==> src/rtl/seq_det_sched.sv <==
// Time-shared overlapping serial pattern detector: NCH bit-serial channels share one compare engine via round-robin.
// Latency: hit/hit_ch are registered one cycle after the granting transfer; req_ready is combinational.
// Backpressure: one channel is granted per cycle; no grants while clearing, while disabled, or on a cfg_load cycle.
// Optional macro SEQ_DET_SCHED_HITCNT_EN adds a saturating 16-bit hit_cnt output.
module seq_det_sched #(
   parameter int               NCH     = 4,
   parameter int               CH_W    = 2,
   parameter int               PAT_W   = 4,
   parameter logic [PAT_W-1:0] PAT_RST = 4'b1101
) (
   input  logic             clk,
   input  logic             reset,
   input  logic             enable,
   input  logic             cfg_load,
   input  logic [PAT_W-1:0] cfg_pattern,
   input  logic [NCH-1:0]   req_valid,
   input  logic [NCH-1:0]   req_bit,
   output logic [NCH-1:0]   req_ready,
   output logic             hit,
   output logic [CH_W-1:0]  hit_ch,
   output logic             busy
`ifdef SEQ_DET_SCHED_HITCNT_EN
   ,
   output logic [15:0]      hit_cnt
`endif
);

   // Fill counter only needs to reach PAT_W-1, where it saturates.
   localparam int              FW       = $clog2(PAT_W);
   localparam logic [FW-1:0]   FILL_MAX = FW'(PAT_W - 1);
   localparam logic [CH_W-1:0] LAST_CH  = CH_W'(NCH - 1);

   typedef enum logic {
      S_CLEAR = 1'b0,
      S_RUN   = 1'b1
   } state_t;

   state_t            state;
   state_t            state_nxt;
   logic [CH_W-1:0]   clr_idx;
   logic [CH_W-1:0]   clr_idx_nxt;
   logic [CH_W-1:0]   rr_ptr;
   logic [PAT_W-1:0]  pattern;

   // Per-channel context: shift history and bits-seen counter.
   logic [PAT_W-1:0]  hist [NCH];
   logic [FW-1:0]     fill [NCH];

   logic              gnt_vld;
   logic [CH_W-1:0]   gnt_idx;
   logic [PAT_W-1:0]  hist_new;
   logic              match;

   // Round-robin search for the first valid channel starting at rr_ptr.
   always_comb begin
      int j;
      j       = 0;
      gnt_vld = 1'b0;
      gnt_idx = '0;
      if (state == S_RUN && enable && !cfg_load) begin
         for (int i = 0; i < NCH; i++) begin
            j = int'(rr_ptr) + i;
            if (j >= NCH) j = j - NCH;
            if (!gnt_vld && req_valid[j]) begin
               gnt_vld = 1'b1;
               gnt_idx = CH_W'(j);
            end
         end
      end
   end

   // One-hot ready; a grant is only ever given to a valid channel, so grant == transfer.
   always_comb begin
      for (int i = 0; i < NCH; i++) begin
         req_ready[i] = gnt_vld && (gnt_idx == CH_W'(i));
      end
   end

   // Compare engine: shifted history of the granted channel against the pattern, gated by fill.
   always_comb begin
      hist_new = {hist[gnt_idx][PAT_W-2:0], req_bit[gnt_idx]};
      match    = gnt_vld && (hist_new == pattern) && (fill[gnt_idx] == FILL_MAX);
   end

   // Next-state logic: cfg_load always restarts clearing from index 0.
   always_comb begin
      state_nxt   = state;
      clr_idx_nxt = clr_idx;
      busy        = (state == S_CLEAR);
      if (cfg_load) begin
         state_nxt   = S_CLEAR;
         clr_idx_nxt = '0;
      end else if (state == S_CLEAR) begin
         if (clr_idx == LAST_CH) begin
            state_nxt   = S_RUN;
            clr_idx_nxt = '0;
         end else begin
            clr_idx_nxt = clr_idx + CH_W'(1);
         end
      end
   end

   // Control registers: FSM, clear index, scheduler pointer, pattern and hit outputs.
   always_ff @(posedge clk or posedge reset) begin
      if (reset) begin
         state   <= S_CLEAR;
         clr_idx <= '0;
         rr_ptr  <= '0;
         pattern <= PAT_RST;
         hit     <= 1'b0;
         hit_ch  <= '0;
      end else begin
         state   <= state_nxt;
         clr_idx <= clr_idx_nxt;
         hit     <= match;
         if (match) hit_ch <= gnt_idx;
         if (gnt_vld) rr_ptr <= (gnt_idx == LAST_CH) ? '0 : gnt_idx + CH_W'(1);
         if (cfg_load) pattern <= cfg_pattern;
      end
   end

   // Channel contexts carry no reset; they are scrubbed one per cycle while clearing.
   always_ff @(posedge clk) begin
      if (state == S_CLEAR) begin
         hist[clr_idx] <= '0;
         fill[clr_idx] <= '0;
      end else if (gnt_vld) begin
         hist[gnt_idx] <= hist_new;
         if (fill[gnt_idx] != FILL_MAX) fill[gnt_idx] <= fill[gnt_idx] + FW'(1);
      end
   end

`ifdef SEQ_DET_SCHED_HITCNT_EN
   // Saturating count of hit pulses, cleared with a new pattern.
   always_ff @(posedge clk or posedge reset) begin
      if (reset) begin
         hit_cnt <= '0;
      end else if (cfg_load) begin
         hit_cnt <= '0;
      end else if (hit && hit_cnt != 16'hFFFF) begin
         hit_cnt <= hit_cnt + 16'd1;
      end
   end
`endif

endmodule

==> config.mk <==
export PLATFORM = sky130hd
export DESIGN_NAME = seq_det_sched
export DESIGN_NICKNAME = d
export VERILOG_FILES = /design/src/rtl/seq_det_sched.sv
export SDC_FILE = /design/constraint.sdc
export NUM_CORES = 1
export LEC_CHECK = 0
export CAP_MARGIN = 5
export CORE_UTILIZATION = 45
export CTS_CLUSTER_DIAMETER = 100
export DETAILED_ROUTE_END_ITERATION = 12
export PLACE_DENSITY = 0.73
export SLEW_MARGIN = 20
export SYNTH_ARGS = -nofsm -noshare
export SYNTH_HDL_FRONTEND = slang
export SYNTH_SLANG_ARGS = --single-unit
==> constraint.sdc <==
create_clock -name clk -period 4 [get_ports clk]
set_clock_uncertainty 0.05 [all_clocks]
set_input_delay 0.4 -clock clk [delete_from_list [all_inputs] [get_ports clk]]
set_output_delay 0.4 -clock clk [all_outputs]
set_load 0.03 [all_outputs]
==> results of run 1 <==
[worst reg2reg max path: stages (launching register included)]
cell and delay (ns):
dfrtp_1 0.46, nand2_1 0.12, nor2_1 0.18, nand2_1 0.26, nor2_8 0.26, nand2_1 0.07
and3_1 0.16, a31oi_1 0.20, ha_1 0.25, nand2_1 0.13, nor3b_1 0.20, mux2_2 0.19
a211oi_2 0.05, nor4_2 0.37, mux2_1 0.35
[flip-flops by register name, indices dropped and copies added, names as in the netlist]
register,flops
clr_idx,2
fill,8
hist,12
hit,1
hit_ch,2
pattern,4
rr_ptr,2
state,1
[report_power, final]
part	internal, mW	switching (mW)	total [mW]
clock network	0.122	0.110	0.232
logic	0.0910	0.130	0.221
registers	0.421	0.0351	0.457
[timing repair]
action	4_1_cts	5_1_grt
setup buffers	0	0
hold endpoints to repair	0	0
gates resized for setup	0	1
endpoints found under the setup margin	0	1
[per-stage QoR]
step / setup slack (ns) / cell area [sq um]
floorplan: 0.7407 / 1724
global placement: 0.2167 / 2036
detailed placement: 0.04683 / 2036
CTS: 0.3306 / 2117
global route: 0.04591 / 2120
finish: 0.3623 / 2120
[per-layer routing]
| layer | wire [microns] | vias to the layer above | global-route usage, % |
|---|---|---|---|
| met5 | 0 | - | 0 |
| met4 | 41 | 0 | 5.966 |
| met3 | 186 | 6 | 4.821 |
| met2 | 1731 | 43 | 32.71 |
| met1 | 1503 | 596 | 23.99 |
| li1 | - | 602 | - |
[area by class of cell]
type,count,area [sq um]
clock buffer,7,76.32
multi-input combinational,105,768.2
timing repair buffer,29,275.3
inverter,8,30.03
sequential,32,904.6
tap,48,60.06
fill,294,1541
clock inverter,1,5.005
[path summary, 6_finish.rpt]
path                              startpoint          to  slack, ns  depth (start not counted)
max in group asynchronous              reset  pattern[0]       3.18                          2
worst min-delay path                   reset   hit_ch[0]       0.38                          2
min in group clk                   hit_ch[0]   hit_ch[0]       0.45                          1
worst max-delay path            req_valid[0]   hit_ch[1]       0.36                         16
worst min register to register     hit_ch[0]   hit_ch[0]       0.45                          1
worst max register to register         state   hit_ch[1]       0.59                         14
[synth_stat cells (2+ instances only)]
cell type / count
a211oi_2: 2
a21oi_1: 6
a221oi_2: 2
a31oi_1: 2
and2_1: 6
and3_1: 3
clkbuf_1: 3
dfrtp_1: 9
dfstp_2: 3
edfxtp_1: 20
ha_1: 6
inv_1: 6
inv_2: 2
mux2_1: 2
mux2_2: 6
mux2i_1: 11
nand2_1: 19
nor2_1: 10
nor3_1: 4
nor4bb_1: 2
o21ai_0: 8
or3_1: 2
xor2_1: 2
[cell families after synthesis]
| family | count (synthesis) | synth area share, % |
|---|---|---|
| adders and majority gates | 6 | 4.354 |
| muxes | 19 | 11.61 |
| xor gates and xnor gates | 3 | 1.524 |
| buffers and inverters | 13 | 3.120 |
| AOI/OAI and AO/OA | 23 | 9.652 |
| DFF | 32 | 52.47 |
| and+or+nand+nor | 54 | 17.27 |
==> results.ini, run 1 <==
[outcome]
status=finished, final reports clean

[logic_synthesis]
syn_avg_cell_area_sq_um=11.49
yosysTopAreaCell=edfxtp_1
synth_cell_types=37
synth-seq-cells=32
synthesis.nets=172
async_flop_share_pct=37.50
syn_area_sq_um=1724
netlist.area_leader.share_pct=34.83
ys_seq_area_share_pct=52.47
synthCells=150
ys.flop_type=edfxtp_1
synth_edf_count=20
yosysWarnings=0
ys_top_cells_by_area=edfxtp_1 35%, dfrtp_1 13%, mux2i_1 6.4%

[worst_setup_path]
cp_cell_sequence=clkdlybuf4s50_1 > nor2_1 > nand2_1 > nand2_1 > nor2_8 > inv_2 > nand2_1 > and3_1 > a31oi_1 > ha_1 > nand2_1 > nor3b_1 > mux2_2 > a211oi_2 > nor4_2 > mux2_1
end_kind=flip-flop
slowest_stage=clkdlybuf4s50_1
worstSetupStartpointType=input port
critPathRequiredTime_ns=4.11
cp_num_buf_inv=2
arrival_ns=3.75
worstSetupPathType=input port to flip-flop
path_common_cell=nand2_1
path_delay_family=simple AND/OR/NAND/NOR gates
max_stage_delay_ns=0.52
critPathMaxFanout=8

[drt]
route.detailed.drc=0
dr_total_vias=1247
drtIter0Drc=50
dr.pass1.iters=4
viasPerCell=5.422
totalWireLength_mm=3.463
wl_per_cell_microns=15.06
antenna_left=0

[global_routing]
grtUsageTotal_pct=19.28
grt_start_max_net_pins=13
grt_pass1_vias=1242
antenna_found_initial=0
grt_pass1_wl_mm=5.851
overflow=0

[worst_hold_path]
hold_path.class=input port to async pin

[placement]
numPlacedInstances=222
numPortBuffers=23
place.gp.congestion=0.8757
place.detailed.hpwl_mm=2.716

[die]
die_x_microns=63.90
rows=22
ios=24
core_sq_um=3661
die_h_microns=63.90
dieArea_sq_um=4083
start_util_pct=47.10

[sta]
timing.final.crit_period_ns=3.638
rsz0062_at_grt=false
worst_pin_slew_ns=0.5365
setup_viol=0
slew_viol_final=0
fin_crit_sh_pct=90.94
fin_setup_tns_ns=0
max_freq_mhz=274.9
whs_ns=0.3829
final_hold_viol_count=0
relSlewSlack_pct=64.23

[power]
peakVddDrop_mv=0.2295
p_leak_nw=0.8363
p_total_mw=0.9095
power_density_nw_per_um2=429.1

[clocking]
max-clock-path-buffers=2
cts-buffers-inserted=5
clkLatencyLatePin_ns=0.28
cts_root_buf=clkbuf_8
clock_sinks=32
cts_hold_buf=0
clk_pin_slew_ns=0.06
ctsHtreeMaxLevel=2
cts_tree=yes

[layout]
postLayoutCoreUtil_pct=57.89
layout_commonest_cell=clkdlybuf4s50_1
stdcell_count=230
layout-drive-gt1-share_pct=18.13
finalNetCount=203
area_delta_synth_final_pct=22.93
final_cell_mix=23 x clkdlybuf4s50_1, 20 x edfxtp_1, 19 x nand2_1, 11 x mux2i_1
antennaDiodeCount=0

[job]
cap_violations=0

(Power assumes the default switching activity.)
==> run 2: changes to the inputs <==
Settings changed: DONT_BUFFER_PORTS set to 1, PLACE_DENSITY 0.73 to 0.65.
==> run 2 against run 1 <==
Net effect:
- sequential share of layout area increased by 5.6 points
- final cell count shrank 11%
- cell area down 12%
- combinational power down 11%
- clock-buffer cell count stayed put
- die area is the same
- critical path type is now flip-flop to flip-flop
==> results.ini, run 2 (same netlist as run 1, synthesis figures left out) <==
[worst_setup_path]
end_kind=flip-flop
arrival_ns=3.69
worstSetupPathType=flip-flop to flip-flop
critPathMaxFanout=17
critPathRequiredTime_ns=4.12
worstSetupStartpointType=flip-flop

[die]
start_util_pct=47.10
core_sq_um=3661
die_h_microns=63.90
dieArea_sq_um=4083
die_x_microns=63.90
ios=24
rows=22

[global_routing]
grt_start_max_net_pins=18
antenna_found_initial=0
grt_pass1_wl_mm=5.485
grtUsageTotal_pct=18.50
grt_pass1_vias=1185
overflow=0

[sta]
final_hold_viol_count=0
fin_setup_tns_ns=0
relSlewSlack_pct=59.93
setup_viol=0
max_freq_mhz=280.1
fin_crit_sh_pct=89.26
rsz0062_at_grt=false
slew_viol_final=0
worst_pin_slew_ns=0.5947
timing.final.crit_period_ns=3.570

[clocking]
clkLatencyLatePin_ns=0.29
clk_pin_slew_ns=0.06
postCtsSetupRepairBufs=0
cts-buffers-inserted=5
cts_tree=yes
cts-resized-gates=0
ctsHtreeMaxLevel=2
max-clock-path-buffers=2
clock_sinks=32
cts_root_buf=clkbuf_8

[power]
intPower_mw=0.6172
p_comb_share_pct=22.3
clockPowerShare_pct=26.4
p_leak_nw=0.7393
power_density_nw_per_um2=472.0
p_sw_share_pct=30.24
pwr-share-seq_pct=51.3
power.switching_mw=0.2675
peakVddDrop_mv=0.2865

[layout]
final_cell_mix=20 x edfxtp_1, 19 x nand2_1, 11 x mux2i_1, 10 x nor2_1, 9 x dfrtp_1
finalNetCount=178
area_delta_synth_final_pct=8.708
postLayoutCoreUtil_pct=51.20
final_area_sq_um=1874
antennaDiodeCount=0
largest_register_ffs=12
top_regs=hist x12, fill x8, pattern x4
layout-drive-gt1-share_pct=18.47
layout_commonest_cell=edfxtp_1
top_register=hist

[drt]
viasPerCell=5.556
wl_per_cell_microns=16.02
drtIter0Drc=25
route.detailed.drc=0
dr_total_vias=1139
dr.pass1.iters=4
antenna_left=0
totalWireLength_mm=3.285

[placement]
place.detailed.hpwl_mm=2.489
numPortBuffers=0
placed_area_sq_um=1783
place.gp.congestion=0.7798

[outcome]
status=finished, final reports clean

[worst_hold_path]
hold_path.class=input port to flip-flop

[job]
cap_violations=0

-- run 2: power by group through the flow --
stage	Clock (mW)	Sequential, mW	Combinational, mW
final	0.233	0.454	0.197
after global routing	0.248	0.461	0.223
after CTS	0.236	0.455	0.198
after detailed placement	0	0.461	0.196
after global placement	0	0.457	0.191
after floorplan	0	0.449	0.160
-- run 2: cell type report --
type | count | area (sq um)
multi-input combinational | 105 | 765.7
clock buffer | 7 | 76.32
fill | 320 | 1787
timing repair buffer | 4 | 32.53
clock inverter | 1 | 5.005
inverter | 8 | 30.03
sequential | 32 | 904.6
tap | 48 | 60.06
-- run 2: path summary, 6_finish.rpt --
kind,start,endpoint,slack [ns],cells after the start
min reg2reg,pattern[1],pattern[1],0.55,1
min in group asynchronous,reset,hit_ch[0],0.51,2
max,rr_ptr[0],hit_ch[0],0.43,14
max in group asynchronous,reset,pattern[0],3.06,2
min,cfg_load,clr_idx[1],0.12,1
max reg2reg,rr_ptr[0],hit_ch[0],0.43,14
-- run 2: routing by layer --
| metal | wire length, microns | part of all wire, % | global-route usage (%) | up-vias |
|---|---|---|---|---|
| met1 | 1337 | 41 | 19.91 | 548 |
| li1 | - | - | - | 555 |
| met5 | 0 | 0 | 0 | - |
| met2 | 1689 | 51 | 31.38 | 31 |
| met3 | 187 | 5.7 | 6.250 | 5 |
| met4 | 71 | 2.2 | 10.80 | 0 |
-- run 2: critical path, cell delays in order, from the launching register on --
cell,delay (ns)
dfrtp_1,0.36
inv_1,0.12
o32ai_2,0.55
nor2_8,0.15
inv_2,0.19
nand2_1,0.07
and3_1,0.17
a31oi_1,0.20
ha_1,0.25
nand2_1,0.13
nor3b_1,0.21
mux2_2,0.19
a211oi_2,0.04
nor4_2,0.38
mux2_1,0.37
-- run 2: stage by stage --
step           hold slack (ns)  setup WS [ns]  instances  total power [mW]
2_1_floorplan           0.2126         0.7407        150            0.6089
3_3_place_gp            0.2475         0.6290        196            0.6481
3_5_place_dp            0.2596         0.4194        196            0.6570
4_1_cts                 0.1177         0.3872        205            0.8887
5_1_grt                 0.1179         0.1586        205            0.9324
6_report                0.1244         0.4296        205            0.8847
-- run 2: timing repair --
item / in CTS / in global routing
hold endpoints to repair: 9 / 0
setup endpoints to repair: 0 / 0
hold buffers: 1 / 0
